`src/rtl/perf_report_pkg.sv`:
```
// Shared constants, state encoding and checksum helper for the performance-report UART.
package perf_report_pkg;

    localparam logic [7:0] SYNC_BYTE     = 8'hA5;
    localparam int         FRAME_BYTES   = 14;
    localparam int         BYTE_IDX_W    = 4;
    localparam int         PAYLOAD_BYTES = FRAME_BYTES - 2;
    localparam int         SNAP_W        = 24;

    typedef enum logic [1:0] {
        IDLE,
        START,
        DATA,
        STOP
    } tx_state_t;

    function automatic logic [7:0] xor_bytes(input logic [8*PAYLOAD_BYTES-1:0] bytes);
        logic [7:0] acc;
        acc = '0;
        for (int i = 0; i < PAYLOAD_BYTES; i++) begin
            acc = acc ^ bytes[8*i +: 8];
        end
        return acc;
    endfunction

endpackage

```
`src/rtl/perf_report_tx_uart.sv`:
```
// 8N1 byte serialiser; accepts a new byte in the last STOP cycle so frames run back to back.
module uart_tx_byte
    import perf_report_pkg::*;
#(
    parameter int CLKS_PER_BIT = 434
) (
    input  logic       clk,
    input  logic       rst,
    input  logic       start,
    input  logic [7:0] data,
    output logic       tx,
    output logic       ready,
    output logic       byte_done
);

    localparam int               CNT_W     = $clog2(CLKS_PER_BIT);
    localparam logic [CNT_W-1:0] BAUD_LAST = CNT_W'(CLKS_PER_BIT - 1);

    tx_state_t        state_q, state_d;
    logic [CNT_W-1:0] baud_q, baud_d;
    logic [2:0]       bit_q, bit_d;
    logic [7:0]       data_q, data_d;
    logic             tx_q, tx_d;
    logic             baud_wrap;

    assign baud_wrap = (baud_q == BAUD_LAST);
    assign tx        = tx_q;
    assign ready     = (state_q == IDLE);

    always_ff @(posedge clk) begin
        if (rst) begin
            state_q <= IDLE;
            baud_q  <= '0;
            bit_q   <= '0;
            tx_q    <= 1'b1;
        end else begin
            state_q <= state_d;
            baud_q  <= baud_d;
            bit_q   <= bit_d;
            tx_q    <= tx_d;
        end
        data_q <= data_d;
    end

    always_comb begin
        state_d   = state_q;
        baud_d    = baud_q;
        bit_d     = bit_q;
        data_d    = data_q;
        tx_d      = tx_q;
        byte_done = 1'b0;

        if (state_q != IDLE) begin
            baud_d = baud_wrap ? '0 : baud_q + 1'b1;
        end

        case (state_q)
            IDLE: begin
                if (start) begin
                    state_d = START;
                    baud_d  = '0;
                    data_d  = data;
                    tx_d    = 1'b0;
                end
            end
            START: begin
                if (baud_wrap) begin
                    state_d = DATA;
                    bit_d   = '0;
                    tx_d    = data_q[0];
                end
            end
            DATA: begin
                if (baud_wrap) begin
                    if (bit_q == 3'd7) begin
                        state_d = STOP;
                        tx_d    = 1'b1;
                    end else begin
                        bit_d = bit_q + 3'd1;
                        tx_d  = data_q[bit_q + 3'd1];
                    end
                end
            end
            STOP: begin
                // Last stop cycle: chain straight into the next start bit when one is offered.
                if (baud_wrap) begin
                    byte_done = 1'b1;
                    if (start) begin
                        state_d = START;
                        data_d  = data;
                        tx_d    = 1'b0;
                    end else begin
                        state_d = IDLE;
                    end
                end
            end
            default: state_d = IDLE;
        endcase
    end

endmodule

```
`src/rtl/perf_report_tx.sv`:
```
// Snapshots the four performance counters on a report trigger and sends them as a
// 14-byte UART frame: sync byte, 12 little-endian payload bytes, XOR checksum.
module perf_report_tx
    import perf_report_pkg::*;
#(
    parameter int CLKS_PER_BIT = 434,
    parameter int COUNTER_W    = 19
) (
    input  logic                 clk,
    input  logic                 rst,
    input  logic                 finish,
    input  logic                 report_req,
    input  logic [COUNTER_W-1:0] R28_stall_count,
    input  logic [COUNTER_W-1:0] R29_aritmetric_count,
    input  logic [COUNTER_W-1:0] R30_memory_count,
    input  logic [COUNTER_W-1:0] R31_cicles_per_inst,
    output logic                 tx,
    output logic                 busy,
    output logic                 done
);

    localparam logic [BYTE_IDX_W-1:0] LAST_IDX = BYTE_IDX_W'(FRAME_BYTES - 1);

    logic                       finish_q;
    logic                       busy_q, busy_d;
    logic                       done_q, done_d;
    logic [BYTE_IDX_W-1:0]      byte_idx_q, byte_idx_d;
    logic [BYTE_IDX_W-1:0]      next_idx;
    logic [8*PAYLOAD_BYTES-1:0] payload_q;
    logic                       snap_load;
    logic                       trig;
    logic                       tx_start;
    logic [7:0]                 tx_data;
    logic                       tx_ready;
    logic                       byte_done;
    logic [7:0]                 frame_byte [FRAME_BYTES];

    assign trig     = (finish & ~finish_q) | report_req;
    assign next_idx = byte_idx_q + 1'b1;
    assign busy     = busy_q;
    assign done     = done_q;

    always_ff @(posedge clk) begin
        if (rst) begin
            finish_q   <= 1'b0;
            busy_q     <= 1'b0;
            done_q     <= 1'b0;
            byte_idx_q <= '0;
        end else begin
            finish_q   <= finish;
            busy_q     <= busy_d;
            done_q     <= done_d;
            byte_idx_q <= byte_idx_d;
        end
    end

    // Counters are frozen here so the whole frame describes one instant.
    always_ff @(posedge clk) begin
        if (snap_load) begin
            payload_q <= {SNAP_W'(R31_cicles_per_inst), SNAP_W'(R30_memory_count),
                          SNAP_W'(R29_aritmetric_count), SNAP_W'(R28_stall_count)};
        end
    end

    always_comb begin
        frame_byte[0] = SYNC_BYTE;
        for (int i = 0; i < PAYLOAD_BYTES; i++) begin
            frame_byte[i+1] = payload_q[8*i +: 8];
        end
        frame_byte[FRAME_BYTES-1] = xor_bytes(payload_q);
    end

    always_comb begin
        busy_d     = busy_q;
        done_d     = 1'b0;
        byte_idx_d = byte_idx_q;
        tx_start   = 1'b0;
        tx_data    = frame_byte[0];
        snap_load  = 1'b0;

        if (!busy_q) begin
            if (trig && tx_ready) begin
                tx_start   = 1'b1;
                busy_d     = 1'b1;
                byte_idx_d = '0;
                snap_load  = 1'b1;
            end
        end else if (byte_done) begin
            if (byte_idx_q < LAST_IDX) begin
                tx_start   = 1'b1;
                byte_idx_d = next_idx;
                tx_data    = frame_byte[next_idx];
            end else begin
                busy_d = 1'b0;
                done_d = 1'b1;
            end
        end
    end

    uart_tx_byte #(
        .CLKS_PER_BIT (CLKS_PER_BIT)
    ) u_uart (
        .clk       (clk),
        .rst       (rst),
        .start     (tx_start),
        .data      (tx_data),
        .tx        (tx),
        .ready     (tx_ready),
        .byte_done (byte_done)
    );

endmodule
```
`config.mk`:
```
export PLATFORM = sky130hd
export DESIGN_NAME = perf_report_tx
export DESIGN_NICKNAME = d
export VERILOG_FILES = /design/src/rtl/perf_report_pkg.sv /design/src/rtl/perf_report_tx_uart.sv /design/src/rtl/perf_report_tx.sv
export SDC_FILE = /design/constraint.sdc
export NUM_CORES = 1
export LEC_CHECK = 0
export CAP_MARGIN = 5
export CORE_ASPECT_RATIO = 1.75
export CORE_MARGIN = 2
export CORE_UTILIZATION = 35
export DETAILED_ROUTE_END_ITERATION = 10
export GPL_ROUTABILITY_DRIVEN = 0
export GPL_TIMING_DRIVEN = 0
export PLACE_DENSITY = 0.61
export RECOVER_POWER = 25
export REMOVE_ABC_BUFFERS = 1
export SYNTH_ARGS = -nofsm -noshare
export SYNTH_HDL_FRONTEND = slang
export SYNTH_SLANG_ARGS = --single-unit
```
`constraint.sdc`:
```
create_clock -name clk -period 7.8 [get_ports clk]
set_input_delay 1.56 -clock clk [delete_from_list [all_inputs] [get_ports clk]]
set_output_delay 1.56 -clock clk [all_outputs]
set_load 0.02 [all_outputs]
```
# Yosys cells after proc, flatten, opt, wreduce, memory -nomap -nowiden
# Index checks and enable logic that the tools add are counted.
[op_classes]
addsub = 3
order_cmp = 3
eq_ne = 13
mux = 46
n_bitwise = 17
reduce_logical = 12
[op_table]
columns = ["operator", "count"]
rows = [
  ["$mux W8", 7],
  ["$xor A8 B8 Y8", 7],
  ["$mux W9", 4],
  ["$bmux W8 S4", 1],
  ["$xor A8 B3 Y8", 4],
  ["$mux W1", 17],
  ["$mux W4", 4],
  ["$pmux W8 S2", 1],
  ["$ne A2 B1 Y1 const B", 6],
  ["$mux W2", 5],
  ["$add A9 B1 Y9 const B", 1],
  ["$eq A9 B9 Y1 const B", 1],
  ["$mux W3", 3],
  ["$pmux W2 S4", 1],
  ["$reduce_bool A2 Y1", 4],
  ["$pmux W3 S2", 1],
  ["$reduce_and A3 Y1", 2],
  ["$ge A5 B5 Y1 const B", 1],
  ["$not A4 Y5", 1],
  ["$reduce_and A5 Y1", 1],
  ["$add A4 B1 Y4 const B", 1],
  ["$eq A2 B2 Y1 const B", 2],
  ["$lt A3 B4 Y1 const B", 1],
  ["$lt A4 B4 Y1 const B", 1],
  ["14 further kinds", 17],
]
[word_totals]
ff_bits = 106
in_bits = 80
output_inout_bits = 3
wordCells = 104

# Logic depth before layout (Yosys ltp)
# Gate-level depths: netlist of run 1.
[depth]
word_depth = 20
mapped_depth = 11
depth_no_buf = 8

# By module
# A second synthesis of run 1 with hierarchy kept.
[hier_totals]
cells_unflattened = 405
hier_area_um2 = 5298.8
[modules_own_cells]
columns = ["mod", "n_inst", "cells_each", "area_each_um2", "seq_area_each_um2"]
rows = [
  ["perf_report_tx", 1, 291, 4057.6, 2422.3],
  ["uart_tx_byte", 1, 114, 1241.2, 540.5],
]

# Worst setup path after synthesis of run 1
# OpenSTA, ideal clock, no wires.
[synth_path]
kind = "input to register"
start = "input finish"
end = "register u_uart.data_q[0], enable pin"
setup_time_ns = 0.370
arrival_ns = 4.023
required_ns = 7.430
slack_ns = 3.406
stages = 5
path_buffers = 0
cell_sequence = "nor2b_1 > o21ai_1 > inv_1 > nor2_1 > nor2_1"
[synth_rtl]
columns = ["element", "line_no", "source"]
rows = [
  ["start: declaration", "perf_report_tx.sv:11", "input logic finish,"],
  ["end signal: assignment", "perf_report_tx_uart.sv:42", "data_q <= data_d;"],
  ["end: declaration", "perf_report_tx_uart.sv:22", "logic [7:0] data_q, data_d;"],
]

# Worst setup path in the final report of run 1
[layout_path]
start = "register byte_idx_q[0]"
end = "register u_uart.data_q[1] (data pin)"
[layout_between]
elab_chain_cells = 11
word_cells_on_any_way = 15
classes_between = "1 x add/sub; 1 x order compare; 12 x mux; 1 x bitwise"
[layout_rtl]
columns = ["element", "line_no", "source"]
rows = [
  ["start: declaration", "perf_report_tx.sv:27", "logic [BYTE_IDX_W-1:0] byte_idx_q, byte_idx_d;"],
  ["start signal: assignment", "perf_report_tx.sv:53", "byte_idx_q <= byte_idx_d;"],
  ["$add A4 B1 Y4", "perf_report_tx.sv:39", "assign next_idx = byte_idx_q + 1'b1;"],
  ["$not A4 Y5 (implied by the code)", "perf_report_tx.sv:92", "tx_data = frame_byte[next_idx];"],
  ["$bmux W8 S4", "perf_report_tx.sv:92", ""],
  ["$mux W8 (implied by the code) (2 in a row)", "perf_report_tx.sv:92", ""],
  ["$mux W8", "perf_report_tx.sv:89", "if (byte_idx_q < LAST_IDX) begin"],
  ["$mux W8", "perf_report_tx.sv:88", "end else if (byte_done) begin"],
  ["$mux W8", "perf_report_tx.sv:81", "if (!busy_q) begin"],
  ["$mux W8 *", "perf_report_tx_uart.sv:59, perf_report_tx_uart.sv:88", ""],
  ["$mux W8", "perf_report_tx_uart.sv:86", "if (baud_wrap) begin"],
  ["$pmux W8 S2 *", "perf_report_tx_uart.sv:57", "case (state_q)"],
]
# Mark *: on every way between the ends. The rest lies on a longest branch, timed or not. The select of a mux whose other input is x is not followed.
# A chain may end at the register's enable or synchronous reset.

==> reports/results.tsv, run 1 <==
stage	metric	value	unit
cts	htree_num_levels	3	
setup_path	cp-startpoint	byte_idx_q[0]$_SDFFE_PP0P_	
cts	clk_latency	0.35	ns
logic_synthesis	synth_edf_count	84	
setup_path	required	7.84	ns
sta	fin_skew	0.00666	ns
cells_and_area	seqCellArea	2960	µm²
pwr	ir_worst_vdd	0.000149	V
sta	fmax	234	MHz
setup_path	crit_path_max_fanout	29	
routing	viasPerCell	5.01	
logic_synthesis	ys_seq_elements	106	
cts	cts_tree	built	
global_route	grt_pass1_vias	3683	
cts	cts_setup_buffers	0	
setup_path	r2r_start	byte_idx_q[0]$_SDFFE_PP0P_	
pwr	powerDensity	331	nW/µm²
sta	slew_violations	0	
worst_hold_path	holdCritStartpoint	u_uart.tx$_SDFFE_PP1P_	
sta	worstMarginPinSlew	1.28	ns
logic_synthesis	synthTopCellsByArea	edfxtp_1 48%, xnor2_1 9.7%, dfxtp_1 8.4%, mux2i_1 3.6%, nor2_1 3.1%	
setup_path	critPathSlowestCell	dfxtp_1	
logic_synthesis	seq_area_frac_synth	56.7	%
cells_and_area	utilization	44.3	%
sta	final-hold-violation-count	0	
cts	hold_buffers	0	
logic_synthesis	syn_inst	420	
logic_synthesis	ys.flop_type	edfxtp_1	
cells_and_area	multiInputGateArea	2170	µm²
placement	portBuffers	82	
logic_synthesis	syn_avg_cell_area	12.4	µm²
worst_hold_path	min_path_type	reg2reg	
die	ios	83	
setup_path	critPathBufInv	2	
die	die_w	96.4	µm
cts	clock_sinks	106	
routing	drtPass1Iterations	4	
placement	dp_hpwl	7.72	mm
routing	vias	3430	
routing	wl_per_cell	15.4	µm
pwr	p_leak	2.14	nW
cts	cts_made_buffers	9	
cells_and_area	nNetsFinal	587	
routing	drt_wl_total	10.5	mm
logic_synthesis	yosysTopAreaCell	edfxtp_1	
die	row_count	59	
cells_and_area	syn2layout_area_growth	25.3	%
logic_synthesis	netlist_area	5230	µm²
setup_path	endpoint_kind	register	
cts	clkTransAtPathRegs	0.07	ns
sta	setup_viol	0	
die	initial_utilization	35.4	%
global_route	antenna_found_initial	0	
routing	drc_errors	0	
global_route	grt_max_degree	78	
cts	cts_resized	0	
job	drv_cap	0	
run_status	status	complete, no violations	
setup_path	critPathArrivalTime	4.32	ns
worst_hold_path	whs_endpoint	u_uart.tx$_SDFFE_PP1P_	
sta	tns	0	ns
setup_path	critPathMaxStageDelay	1.17	ns
global_route	overflow	0	
sta	setup_slack	3.52	ns
sta	min_period_over_period	54.9	%
cells_and_area	drive_gt1_share	7.57	%
cts	clk_path_buf_depth	2	
worst_hold_path	hold_depth	2	
setup_path	path_class	reg2reg	
die	die_h	166	µm
cells_and_area	n_antenna_cell	0	
sta	max_slew_margin	14.8	%
logic_synthesis	synthTopCellsByCount	84 x edfxtp_1, 58 x xnor2_1, 43 x nor2_1, 29 x a21oi_1, 22 x dfxtp_1	
routing	antenna_left	0	
setup_path	r2r_cells	7	
sta	rsz0062_at_grt	false	
sta	layout_min_cycle_time	4.28	ns
placement	dp_slack	3.46	ns
logic_synthesis	synth_most_common_cell	edfxtp_1	
setup_path	reg2reg_slack	3.52	ns
die	core	14800	µm²
setup_path	crit_family	flip-flops	
setup_path	r2r-end	u_uart.data_q[1]$_SDFFCE_PP0P_	
logic_synthesis	synthDominantCellAreaShare	48.3	%
sta	finalHoldWorstSlack	0.500	ns
setup_path	startpoint_type	register	
global_route	track_usage	14.3	%
logic_synthesis	ys_types	51	
cts	clock_tree.root_cell	clkbuf_16	
logic_synthesis	postSynth.asyncResetShare	0	%
logic_synthesis	ys_warn_count	0	
routing	drtIter0Drc	170	
global_route	grt_pass1_wl	17.6	mm
cells_and_area	nFillCells	1361	
pwr	p_total	2.17	mW
die	dieArea	16000	µm²
setup_path	crit_path_cell_trace	clkinv_1 > ha_1 > buf_16 > mux4_2 > or2_2 > a21oi_1 > a311oi_1	
-- flip-flops by register name (all words and copies together) (netlist names) --
name,count
byte_idx_q,4
u_uart.tx,1
finish_q,1
u_uart.state_q,2
u_uart.baud_q,9
payload_q,76
busy,1
done,1
u_uart.data_q,8
u_uart.bit_q,3
-- metal layers --
layer	track usage [%]	part of all wire [%]
met2	26.2	57
met5	0	0
met3	2.64	3.5
met4	5.94	2.5
met1	15.5	37
-- layout make-up --
cell class,count,share of cell area [%]
Timing Repair Buffer,83,13.0
Clock inverter,7,1.17
Clock buffer,9,3.44
Inverter,9,0.554
Sequential cell,106,45.3
Multi-Input combinational cell,288,33.1
Tap cell,183,3.50
-- cells in the final DEF (no fill, tap or decap), types with 8 or more instances in the layout --
cell type        netlist  routed
clkdlybuf4s50_1        0      34
o21ai_0               19      19
clkbuf_16              0       9
xor2_1                 8       8
nand3_1                8       8
xnor2_1               58      57
dlygate4sd3_1          0      48
nor2_1                43      43
ha_1                  10      10
dfxtp_1               22      22
a21oi_1               29      29
nand2_1               16      16
nor2b_1                9       9
edfxtp_1              84      84
mux2i_1               19      19
-- tightest hold or removal path, stage by stage, from the launching register on --
cell and delay, ns:
dfxtp_1 0.34, a21oi_1 0.06, o21ai_0 0.07
-- worst max-delay path by stage --
stage | cells past startpoint | endpoint
finish | 7 | u_uart.data_q[1]$_SDFFCE_PP0P_
global route | 7 | u_uart.data_q[1]$_SDFFCE_PP0P_
CTS | 7 | u_uart.data_q[1]$_SDFFCE_PP0P_
detailed placement | 7 | u_uart.data_q[1]$_SDFFCE_PP0P_
global placement | 6 | u_uart.data_q[5]$_SDFFCE_PP1P_
floorplan | 5 | u_uart.data_q[0]$_SDFFCE_PP1P_
-- power breakdown --
group	switching [mW]	internal, mW	total (mW)
clock	0.207	0.251	0.458
combinational	0.383	0.416	0.799
sequential	0.0944	0.815	0.910
total	0.685	1.48	2.17
-- metrics by stage --
stage	cell area [µm²]	cells
CTS	6550	685
detailed placement	6250	669
global placement	6210	668
global route	6550	685
finish	6550	685
floorplan	5160	403
-- kinds of logic (layout without fill, tap and decap cells) --
kind of cell,Yosys count,count (layout),synth area share (%)
AOI/OAI and AO/OA,78,78,9.38
xor gates and xnor gates,69,69,12.4
adders and majority gates,10,10,2.39
buffers and inverters,26,108,1.96
DFF,106,106,56.7
muxes,28,28,7.08
and+or+nand+nor,103,103,10.1
Power figures use the tool's default switching activity.
==> run 2: changes to the inputs <==
clock period = 4.1 ns   (was 7.8 ns; I/O delays follow)
==> run 2 against run 1 <==
Effect of this change: combinational power is 90% higher; design area barely moved; non-clock buffer count unchanged; clock skew hardly changed; worst setup slack lost 3.1 ns; flip-flop and latch count stayed put; first-iteration DRC count grew 1.2%; die area did not move; sequential share of layout area barely moved; highest routed layer unchanged.
==> reports/results.tsv, run 2 (same netlist as run 1, synthesis figures left out) <==
stage	metric	value	unit	change
setup_path	path_class	reg2reg		
cts	cts_setup_buffers	0		unchanged
worst_hold_path	holdCritStartpoint	u_uart.tx$_SDFFE_PP1P_		
setup_path	crit_path_cell_trace	clkinv_1 > ha_1 > buf_16 > mux4_2 > or2_2 > a21oi_1 > a311oi_1		
job	drv_cap	0		unchanged
global_route	grt_pass1_wl	17.5	mm	about the same
setup_path	required	4.14	ns	-3.70 ns
cells_and_area	syn2layout_area_growth	25.3	%	about the same
setup_path	r2r-end	u_uart.data_q[1]$_SDFFCE_PP0P_		
sta	max_slew_margin	30.2	%	+15 points
cts	clk_latency	0.35	ns	about the same
routing	drtPass1Iterations	4		unchanged
cts	hold_buffers	0		unchanged
cts	clkTransAtPathRegs	0.07	ns	about the same
setup_path	cp-startpoint	byte_idx_q[0]$_SDFFE_PP0P_		
pwr	switching_share	31.6	%	about the same
pwr	pwr-share-seq	42.0	%	about the same
die	row_count	59		unchanged
die	die_w	96.4	µm	unchanged
die	initial_utilization	35.4	%	unchanged
routing	wl_per_cell	15.4	µm	about the same
routing	antenna_left	0		unchanged
die	ios	83		unchanged
sta	fmax	273	MHz	+17%
setup_path	critPathSlowestCell	ha_1		
global_route	track_usage	14.3	%	about the same
routing	drc_errors	0		unchanged
placement	dp_hpwl	7.72	mm	unchanged
setup_path	r2r_cells	7		unchanged
setup_path	crit_family	adder cells		
routing	vias	3427		-0.087%
cts	clock_tree.root_cell	clkbuf_16		
global_route	grt_max_degree	78		unchanged
cells_and_area	final_common_cell	edfxtp_1		
cells_and_area	nNetsFinal	587		unchanged
die	core	14800	µm²	unchanged
cells_and_area	utilization	44.4	%	about the same
sta	min_period_over_period	89.5	%	+35 points
routing	viasPerCell	5.00		about the same
placement	portBuffers	82		unchanged
pwr	pwr-share-clk	21.1	%	about the same
worst_hold_path	min_path_type	reg2reg		
setup_path	critPathBufInv	2		unchanged
sta	finalHoldWorstSlack	0.500	ns	-0.0000980 ns
die	die_h	166	µm	unchanged
cells_and_area	n_antenna_cell	0		unchanged
global_route	grt_pass1_vias	3682		-0.027%
pwr	powerDensity	630	nW/µm²	+90%
worst_hold_path	hold_depth	2		unchanged
setup_path	r2r_start	byte_idx_q[0]$_SDFFE_PP0P_		
sta	worstMarginPinSlew	1.04	ns	-0.232 ns
worst_hold_path	whs_endpoint	u_uart.tx$_SDFFE_PP1P_		
pwr	pwr-share-comb	36.9	%	about the same
routing	drtIter0Drc	172		+1.2%
pwr	power.switching	1.30	mW	+90%
cts	htree_num_levels	3		unchanged
setup_path	critPathMaxStageDelay	0.86	ns	-0.31 ns
setup_path	crit_path_max_fanout	29		unchanged
cells_and_area	regMostFlops	payload_q		
setup_path	startpoint_type	register		
sta	layout_min_cycle_time	3.67	ns	-0.613 ns
cells_and_area	drive_gt1_share	7.77	%	+0.20 points
cts	clk_path_buf_depth	2		unchanged
sta	setup_viol	0		unchanged
sta	fin_skew	0.00701	ns	+0.000350 ns
pwr	p_leak	2.14	nW	about the same
cts	cts_made_buffers	9		unchanged
pwr	ir_worst_vdd	0.000283	V	+90%
pwr	p_int	2.82	mW	+90%
routing	drt_wl_total	10.5	mm	about the same
setup_path	cp.depth	7		unchanged
cells_and_area	layout_common_cells	84 x edfxtp_1, 57 x xnor2_1, 48 x dlygate4sd3_1		
cts	clock_sinks	106		unchanged
run_status	status	complete, no violations		
setup_path	endpoint_kind	register		
cells_and_area	nFillCells	1360		-0.073%
setup_path	reg2reg_slack	0.43	ns	-3.09 ns
setup_path	critPathArrivalTime	3.71	ns	-0.61 ns
sta	slew_violations	0		unchanged
cts	cts_tree	built		
global_route	antenna_found_initial	0		unchanged
global_route	overflow	0		unchanged
cells_and_area	largestRegisters	payload_q x76, u_uart.baud_q x9, u_uart.data_q x8		
sta	final-hold-violation-count	0		unchanged
cells_and_area	largest_reg_flops	76		unchanged
sta	rsz0062_at_grt	false		
die	dieArea	16000	µm²	unchanged
-- run 2: cell counts in the layout (fill, tap and decap cells not counted) --
Identical to the previous run, type by type.
-- run 2: layer usage --
| layer | track usage [%] | vias to the layer above | wire [µm] |
|---|---|---|---|
| met3 | 2.64 | 14 | 354 |
| met5 | 0 | - | 0 |
| met2 | 26.2 | 74 | 6000 |
| met1 | 15.4 | 1649 | 3910 |
| met4 | 5.94 | 0 | 261 |
| li1 | - | 1690 | - |
-- run 2: tightest hold or removal path, cell delays in order (launching register included) --
cell     delay [ns]
dfxtp_1        0.34
a21oi_1        0.06
o21ai_0        0.07
-- run 2: worst max-delay path by stage --
stage | endpoint | slack [ns]
floorplan | u_uart.data_q[0]$_SDFFCE_PP1P_ | 0.45
global placement | u_uart.data_q[5]$_SDFFCE_PP1P_ | -0.86
detailed placement | u_uart.data_q[1]$_SDFFCE_PP0P_ | -0.24
CTS | u_uart.data_q[1]$_SDFFCE_PP0P_ | 0.39
global route | u_uart.data_q[1]$_SDFFCE_PP0P_ | 0.19
finish | u_uart.data_q[1]$_SDFFCE_PP0P_ | 0.43
-- run 2: power groups by stage --
stage / combinational [mW] / clock, mW / sequential, mW
finish: 1.52 / 0.872 / 1.73
CTS: 1.56 / 0.897 / 1.74
floorplan: 1.22 / 0 / 1.73
global route: 1.69 / 0.940 / 1.77
global placement: 1.51 / 0 / 1.77
detailed placement: 1.55 / 0 / 1.76
-- run 2: layout make-up --
cell class	count	area (µm²)	share of cell area [%]
timing repair buffer	83	848	13.0
inverter	9	36.3	0.554
multi-input combinational	288	2170	33.1
sequential	106	2960	45.3
clock buffer	9	225	3.44
clock inverter	7	76.3	1.17
tap	183	229	3.50
-- run 2: what timing repair did --
| item | 4_1_cts | 5_1_grt |
|---|---|---|
| hold endpoints to repair | 0 | 0 |
| endpoints found under the setup margin | 8 | 0 |
| gates resized for setup | 1 | 0 |
-- run 2: stage by stage --
step,cell area (µm²),setup slack [ns],std cells,power [mW],TNS (ns)
floorplan,5160,0.446,403,2.95,0
global placement,6210,-0.862,668,3.27,-17.57
detailed placement,6250,-0.245,669,3.31,-0.904
CTS,6550,0.390,685,4.19,0
global route,6550,0.188,685,4.40,0
finish,6550,0.431,685,4.12,0
==> run 3: changes to the inputs <==
ABC_AREA = 0   (was not set)
CORE_MARGIN = not set   (was 2)
SLEW_MARGIN = 10   (was not set)
==> run 3 against run 2 <==
Effect of this change: die area down 3.3%; combinational power hardly changed; wire length grew 1.0%; count of clock-buffer cells in the layout is 3 higher; register-to-register slack worse by 0.09 ns; critical path type unchanged; largest power group unchanged.
==> reports/results.tsv, run 3 (same netlist as run 1, synthesis figures left out) <==
stage	metric	value	unit	change
run_status	status	complete, no violations		
cells_and_area	syn2layout_area_growth	24.9	%	
cts	clock_tree.root_cell	clkbuf_16		
cts	cts_made_buffers	9		unchanged
global_route	grt_pass1_wl	17.3	mm	-1.1%
die	core	14500	µm²	-1.7%
placement	dp_slack	-0.325	ns	-0.0809 ns
setup_path	startpoint_type	register		
cts	hold_buffers	0		unchanged
cells_and_area	fin_area	6530	µm²	-0.31%
cells_and_area	nNetsFinal	587		unchanged
placement	portBuffers	82		unchanged
cells_and_area	n_antenna_cell	0		unchanged
sta	fmax	266	MHz	-2.3%
sta	fin_skew	0.00647	ns	-0.000536 ns
job	drv_cap	0		unchanged
cts	cts_setup_buffers	0		unchanged
routing	drc_errors	0		unchanged
sta	final-hold-violation-count	0		unchanged
cts	clk_path_buf_depth	2		unchanged
die	die_h	164	µm	-1.2%
cts	clk_latency	0.34	ns	about the same
global_route	overflow	0		unchanged
global_route	grt_max_degree	42		-46%
routing	antenna_left	0		unchanged
cells_and_area	largestRegisters	payload_q x76, u_uart.baud_q x9, u_uart.data_q x8		
routing	drtPass1Iterations	4		unchanged
sta	rsz0062_at_grt	false		
cts	clkTransAtPathRegs	0.07	ns	about the same
setup_path	required	4.15	ns	about the same
sta	min_period_over_period	91.6	%	+2.1 points
worst_hold_path	min_path_type	reg2reg		
cells_and_area	largest_reg_flops	76		unchanged
cts	cts_tree	built		
sta	slew_violations	0		unchanged
global_route	track_usage	14.9	%	+0.60 points
cells_and_area	final_common_cell	edfxtp_1		
sta	layout_min_cycle_time	3.75	ns	+0.0856 ns
setup_path	path_class	reg2reg		
die	dieArea	15400	µm²	-3.3%
cts	htree_num_levels	3		unchanged
placement	dp_hpwl	7.76	mm	+0.48%
sta	setup_viol	0		unchanged
pwr	p_total	4.11	mW	-0.32%
global_route	grt_pass1_vias	3680		-0.054%
die	die_w	94.4	µm	-2.1%
cts	clock_sinks	106		unchanged
cells_and_area	layout_common_cells	84 x edfxtp_1, 57 x xnor2_1, 48 x dlygate4sd3_1		
setup_path	endpoint_kind	register		
sta	setup_slack	0.345	ns	-0.0856 ns
cells_and_area	drive_gt1_share	7.57	%	-0.20 points
pwr	ir_worst_vdd	0.000200	V	-29%
die	ios	83		unchanged
pwr	p_leak	2.13	nW	-0.65%
pwr	powerDensity	629	nW/µm²	about the same
routing	vias	3401		-0.76%
global_route	antenna_found_initial	0		unchanged
sta	max_slew_margin	29.6	%	-0.55 points
setup_path	crit_path_max_fanout	29		unchanged
setup_path	critPathArrivalTime	3.81	ns	+0.10 ns
routing	viasPerCell	4.99		-0.32%
cells_and_area	regMostFlops	payload_q		
cells_and_area	finalNonFillerCells	682		-0.44%
sta	worstMarginPinSlew	1.05	ns	+0.00826 ns
cts	cts_resized	1		unchanged
placement	dp_cells	666		-0.45%
placement	dpl_cell_area	6240	µm²	-0.14%
routing	drt_wl_total	10.6	mm	+1.0%
die	initial_utilization	36.0	%	+0.61 points
routing	wl_per_cell	15.6	µm	+1.5%
routing	drtIter0Drc	135		-22%
die	row_count	58		-1.7%
==> run 3: area by class of cell <==
type / count / area (µm²)
clock buffer: 12 / 236
clock inverter: 4 / 53.8
fill: 1372 / 7990
inverter: 9 / 36.3
multi-input combinational: 288 / 2170
sequential: 106 / 2960
tap: 180 / 225
timing repair buffer: 83 / 841
==> run 3: worst paths after layout <==
check / slack (ns) / cells past startpoint / endpoint / start
worst max-delay path: 0.35 / 7 / u_uart.data_q[0]$_SDFFCE_PP1P_ / byte_idx_q[0]$_SDFFE_PP0P_
worst min register to register: 0.47 / 2 / u_uart.tx$_SDFFE_PP1P_ / u_uart.tx$_SDFFE_PP1P_
worst min-delay path: 0.47 / 2 / u_uart.tx$_SDFFE_PP1P_ / u_uart.tx$_SDFFE_PP1P_
worst max register to register: 0.35 / 7 / u_uart.data_q[0]$_SDFFCE_PP1P_ / byte_idx_q[0]$_SDFFE_PP0P_
==> run 3: critical path, cell delays in order (launching register included) <==
cell and delay (ns):
dfxtp_2 0.79, clkinv_1 0.52, ha_2 0.99, mux2_2 0.42, o22ai_1 0.11, o21ai_0 0.13, a221oi_1 0.34, o31ai_1 0.15
==> run 3: per-stage QoR <==
stage          utilization [%]  TNS (ns)  hold WS (ns)
2_1_floorplan                -         0         0.458
3_3_place_gp              42.8    -16.15         0.471
3_5_place_dp              43.0     -2.20         0.465
4_1_cts                   45.0         0         0.479
5_1_grt                   45.0         0         0.510
6_report                  45.0         0         0.474
==> run 3: per-layer routing <==
| layer | track usage [%] | share of wire [%] | wire length [µm] |
|---|---|---|---|
| met1 | 15.1 | 37 | 3940 |
| met5 | 0 | 0 | 0 |
| met3 | 2.70 | 2.5 | 269 |
| met2 | 28.4 | 58 | 6170 |
| met4 | 6.92 | 2.3 | 245 |
==> run 3: where the power goes <==
| group | total [mW] | leakage (nW) | switching, mW | internal, mW |
|---|---|---|---|---|
| logic | 1.53 | 1.02 | 0.724 | 0.811 |
| clock network | 0.854 | 0.133 | 0.378 | 0.477 |
| registers | 1.72 | 0.970 | 0.177 | 1.54 |
| total | 4.11 | 2.13 | 1.28 | 2.83 |
